--- src/rtl/sigma_delta_pkg.sv ---
// Shared sizing helpers for the sigma-delta CIC decimator, its harness and its bench.
package sigma_delta_pkg;

  // Bit growth of an N-stage CIC with decimation R, plus sign and full-scale headroom.
  function automatic int cic_width(input int stages, input int osr);
    return 2 + stages * $clog2(osr);
  endfunction

  // Half of the full-scale gain R^N; the zero point of the bipolar output.
  function automatic longint cic_midscale(input int stages, input int osr);
    longint gain;
    gain = 1;
    for (int i = 0; i < stages; i++) begin
      gain = gain * longint'(osr);
    end
    return gain / 2;
  endfunction

endpackage

--- src/rtl/sigma_delta_cic_comb_stage.sv ---
// One CIC differentiator at the decimated rate: y = x - x_delayed, advanced by its token.
module sigma_delta_cic_comb_stage #(
  parameter int DATA_W = 18
) (
  input  logic              clk,
  input  logic              rst,
  input  logic              vld_in,
  input  logic [DATA_W-1:0] x_in,
  output logic              vld_out,
  output logic [DATA_W-1:0] y_out
);

  logic [DATA_W-1:0] x_dly;

  // Delay and result only move when a decimated sample passes through.
  always_ff @(posedge clk) begin
    if (rst) begin
      vld_out <= 1'b0;
      y_out   <= '0;
      x_dly   <= '0;
    end else begin
      vld_out <= vld_in;
      if (vld_in) begin
        y_out <= x_in - x_dly;
        x_dly <= x_in;
      end
    end
  end

endmodule

--- src/rtl/sigma_delta_cic_decimator.sv ---
// Hogenauer CIC decimator: PDM bit stream in, one PCM word per OVERSAMPLE_RATE clocks out.
module sigma_delta_cic_decimator
  import sigma_delta_pkg::*;
#(
  parameter int OVERSAMPLE_RATE = 256,
  parameter int CIC_STAGES      = 2,
  parameter int ADC_BITLEN      = 18,
  parameter int SIGNED_OUTPUT   = 0
) (
  input  logic                  clk,
  input  logic                  rst,
  input  logic                  pdm_in,
  output logic [ADC_BITLEN-1:0] adc_output,
  output logic                  adc_valid
);

  localparam int CNT_W = $clog2(OVERSAMPLE_RATE);
  localparam logic [ADC_BITLEN-1:0] MIDSCALE = (SIGNED_OUTPUT != 0) ?
    ADC_BITLEN'(cic_midscale(CIC_STAGES, OVERSAMPLE_RATE)) : '0;

  if (OVERSAMPLE_RATE < 4 || (OVERSAMPLE_RATE & (OVERSAMPLE_RATE - 1)) != 0) begin : g_bad_osr
    $error("OVERSAMPLE_RATE must be a power of two >= 4");
  end
  if (CIC_STAGES < 1 || CIC_STAGES > 5 || CIC_STAGES > OVERSAMPLE_RATE - 2) begin : g_bad_stages
    $error("CIC_STAGES must be 1..5 and no more than OVERSAMPLE_RATE-2");
  end
  if (ADC_BITLEN < cic_width(CIC_STAGES, OVERSAMPLE_RATE)) begin : g_bad_width
    $error("ADC_BITLEN too small for CIC bit growth");
  end

  logic [ADC_BITLEN-1:0] integ     [CIC_STAGES];
  logic [ADC_BITLEN-1:0] integ_nxt [CIC_STAGES];
  logic [CNT_W-1:0]      dec_cnt;
  logic                  strobe;
  logic [ADC_BITLEN-1:0] cap_p0;
  logic                  vld_p0;
  logic [ADC_BITLEN-1:0] comb_x [CIC_STAGES+1];
  logic [CIC_STAGES:0]   comb_vld;

  assign strobe = &dec_cnt;

  // Integrators wrap freely; the comb differences undo the wrap exactly.
  always_comb begin
    integ_nxt[0] = integ[0] + ADC_BITLEN'(pdm_in);
    for (int k = 1; k < CIC_STAGES; k++) begin
      integ_nxt[k] = integ[k] + integ[k-1];
    end
  end

  // Stage p0: integrate every clock, capture the last integrator on the strobe edge.
  always_ff @(posedge clk) begin
    if (rst) begin
      for (int k = 0; k < CIC_STAGES; k++) begin
        integ[k] <= '0;
      end
      dec_cnt <= '0;
      cap_p0  <= '0;
      vld_p0  <= 1'b0;
    end else begin
      for (int k = 0; k < CIC_STAGES; k++) begin
        integ[k] <= integ_nxt[k];
      end
      dec_cnt <= dec_cnt + CNT_W'(1);
      vld_p0  <= strobe;
      if (strobe) begin
        cap_p0 <= integ_nxt[CIC_STAGES-1];
      end
    end
  end

  assign comb_x[0]   = cap_p0;
  assign comb_vld[0] = vld_p0;

  for (genvar i = 0; i < CIC_STAGES; i++) begin : g_comb
    sigma_delta_cic_comb_stage #(
      .DATA_W (ADC_BITLEN)
    ) u_stage (
      .clk     (clk),
      .rst     (rst),
      .vld_in  (comb_vld[i]),
      .x_in    (comb_x[i]),
      .vld_out (comb_vld[i+1]),
      .y_out   (comb_x[i+1])
    );
  end

  // Output stage: register the final difference when its token leaves the comb chain.
  always_ff @(posedge clk) begin
    if (rst) begin
      adc_valid  <= 1'b0;
      adc_output <= '0;
    end else begin
      adc_valid <= comb_vld[CIC_STAGES];
      if (comb_vld[CIC_STAGES]) begin
        adc_output <= comb_x[CIC_STAGES] - MIDSCALE;
      end
    end
  end

endmodule

--- config.mk ---
export PLATFORM = sky130hd
export DESIGN_NAME = sigma_delta_cic_decimator
export DESIGN_NICKNAME = d
export VERILOG_FILES = /design/src/rtl/sigma_delta_pkg.sv /design/src/rtl/sigma_delta_cic_comb_stage.sv /design/src/rtl/sigma_delta_cic_decimator.sv
export SDC_FILE = /design/constraint.sdc
export NUM_CORES = 1
export LEC_CHECK = 0
export CORE_UTILIZATION = 60
export DETAILED_ROUTE_END_ITERATION = 10
export MAX_ROUTING_LAYER = met4
export PLACE_DENSITY = 0.89
export SYNTH_ARGS = -nofsm -noshare
export SYNTH_HDL_FRONTEND = slang
export SYNTH_HIERARCHICAL = 1
export SYNTH_SLANG_ARGS = --single-unit
--- constraint.sdc ---
create_clock -name clk -period 5.55 [get_ports clk]
set_clock_uncertainty 0.2 [all_clocks]
set_input_delay 0.555 -clock clk [delete_from_list [all_inputs] [get_ports clk]]
set_output_delay 0.555 -clock clk [all_outputs]
set_load 0.02 [all_outputs]
==> run metrics <==
minimum clock period 2.646 ns; Worst EP required 5.67 ns; CTS tree yes; Max Slew Vio Count 0; Routed Wire Length 14.93 mm; total number of vias 6,225; slowest CP cell fa_1; DRC 0; sequential area share after synthesis 39.34%; asr flop ratio synth 0%; Synth top area share 39.34%; clk buf depth 2; Mean Syn Cell Area 8.704 um2; Tightest Pin Transition 1.056 ns; ant diodes 0; crit-path max FO 6; postcts setup bufs 0; proportion of layout cells with a drive suffix above 1 6.310%; Sinks on Clock Net 156; CP startpoint kind register; Initial DRC Count 360; CTS Root Cell clkbuf_16; Post-Syn Area 7938 um2; worst hold path class reg2reg; wire per inst 13.49 um; I/O pin cnt 22; dpl cells 1,075; Die Wd 117.0 um; hold_buf cts 0; Syn Inst Count 912; GR Overflow Total 0; crit-path most repeated cell inv_1; WP data arrival 2.76 ns; Post-synth top flop dfxtp_1; met3 usage 5.510%; Pwr Total 0.002528 W; GPL Wtd Cong 0.8919; Vias/cell 5.623; Power Dens Cells 282.1 nW/um2; die height 117.0 um; total of max-cap violations 0; post-route ant nets 0; H-tree levels 4; RSZ-0062 raised after global routing false; initial antenna violation count 0; final setup vio count 0; vias in the first global route 5,839; Initial Utilization 62.14%; largest net degree at the start of global routing 102; relative slew slack 29.48%; CTS Buf Count 17; Final Hold Fails 0; flop-to-flop setup slack 2.90 ns; met2 Use GR 40.63%; Static Leak 3.405 nW; row cnt 41; Syn Nets 972; Clk Latency, worst-skew pair 0.43 ns; synth unique cells 65; Critical Path End Type register; P&R area growth vs syn 12.91%; final period utilization 47.68%; global-route wire length before repair 25.61 mm; #FFs+latches synth 156; Worst-path clk slew 0.06 ns; nets 982; synth top area cells dfxtp_1 39%, ha_1 8.5%, mux2i_1 7.8%; M1 GR Usage 28.39%; CORE AREA 12,770 um2; FMAX 377.9 MHz; GRT Total Usage 24.40%; post-CTS sizing 0; fin cells 1,107; setup TNS 0 ns; WP buf/inv 2; status completed; worst IR drop on VDD 0.0003489 V; I/O Buffers 21; Cell Chain, Critical Path inv_1 > ha_1 > inv_1 > fa_1 > a211oi_1 > o21ai_0 > nand2_1 > o221ai_2 > and4_1 > a311o_1; drt first pass iters 6; DP Wirelength 10.25 mm; Synth area leader dfxtp_1; YS warnings 6; critical path type reg2reg; Fillers 934; GRT busiest layer met2; total die area 13,690 um2; Post-synth EDFFs 0; CP delay by family, top compound AO/OA/AOI/OAI gates; CP peak stage delay 0.42 ns
-- kinds of logic (layout without fill, tap and decap cells) --
logic type               after synthesis  after routing  share of synthesized area [%]
AND/OR/NAND/NOR                      311            311                          17.88
AO/OA/AOI/OAI                        190            190                          16.49
flip-flops                           156            156                          39.34
buffers and inverters                 93            116                          4.461
multiplexers                          62             62                          7.818
adder cells (fa/ha/maj)               57             57                          9.269
XOR/XNOR                              43             43                          4.745
-- state kept, by name (all words and copies together), names as in the netlist --
| register | flops |
|---|---|
| g_comb.u_stage/x_dly | 36 |
| g_comb.u_stage/y_out | 36 |
| integ | 36 |
| adc_output | 18 |
| cap_p0 | 18 |
| dec_cnt | 8 |
| g_comb.u_stage/vld_out | 2 |
| adc_valid | 1 |
| vld_p0 | 1 |
-- area by class of cell --
| cell class | count | area (um2) | area share (%) |
|---|---|---|---|
| inverters | 59 | 221.5 | 2.471 |
| clock inverters | 14 | 265.3 | 2.960 |
| well taps | 172 | 215.2 | 2.401 |
| clock buffers | 18 | 439.2 | 4.900 |
| flip-flops and latches | 156 | 3123 | 34.85 |
| repair buffers | 25 | 237.7 | 2.653 |
| multi-input cells | 663 | 4461 | 49.77 |
-- layout by cell type (no fill, tap or decap), types with 21 or more instances in the layout --
| master | count |
|---|---|
| ha_1 | 54 |
| mux2i_1 | 62 |
| dfxtp_1 | 156 |
| nand2_1 | 66 |
| inv_1 | 57 |
| o21ai_0 | 35 |
| a21oi_1 | 55 |
| xnor2_1 | 21 |
| nor2_1 | 141 |
| xor2_1 | 22 |
-- power breakdown --
| group | internal [W] | switching (W) |
|---|---|---|
| Sequential | 0.00113 | 0.00000420 |
| Combinational | 0.0000125 | 0.0000294 |
| Clock | 0.000902 | 0.000454 |
-- routing by layer --
metal | share of wire [%] | vias up
li1 | - | 3213
met1 | 46 | 2851
met2 | 48 | 133
met3 | 4.0 | 28
met4 | 2.0 | 0
met5 | 0 | -
-- per-stage QoR --
step	hold slack (ns)	utilization (%)	setup slack (ns)	area, um2
after floorplan	0.2176	-	3.104	7938
after global placement	0.2293	64.65	2.946	8258
after detailed placement	0.2494	64.65	2.830	8258
after CTS	0.2642	70.16	2.895	8962
after global routing	0.2875	70.16	2.726	8962
final	0.2607	70.16	2.904	8962
-- cell usage after synthesis, types with 6 or more instances --
library cell	instances
mux2i_1	62
nor3_1	15
a21oi_1	55
a211oi_1	18
dfxtp_1	156
inv_1	57
ha_1	54
a21o_1	9
nand4_1	14
a311o_1	6
nand3_1	18
nand2b_1	7
xnor2_1	21
nor2_1	141
clkbuf_1	26
o21ai_0	35
nand2_1	66
nor2b_1	17
o21a_1	8
o21bai_1	7
xor2_1	22
buf_1	6
or3_1	7
-- worst reg2reg max path, stage by stage, from the launching register on --
cell and delay [ns]:
dfxtp_1 0.32, inv_1 0.06, ha_1 0.15, inv_1 0.05, fa_1 0.42, a211oi_1 0.31
o21ai_0 0.18, nand2_1 0.14, o221ai_2 0.17, and4_1 0.23, a311o_1 0.30
-- final timing paths --
check / start / to / cells past startpoint
hold / removal: dec_cnt[0]$_SDFF_PP0_ / dec_cnt[0]$_SDFF_PP0_ / 1
setup / recovery: g_comb[0].u_stage/y_out[0]$_SDFFE_PP0P_ / g_comb[1].u_stage/y_out[12]$_SDFFE_PP0P_ / 10
hold reg to reg: dec_cnt[0]$_SDFF_PP0_ / dec_cnt[0]$_SDFF_PP0_ / 1
setup reg to reg: g_comb[0].u_stage/y_out[0]$_SDFFE_PP0P_ / g_comb[1].u_stage/y_out[12]$_SDFFE_PP0P_ / 10
Note: power is estimated with default switching activity, not from simulation.
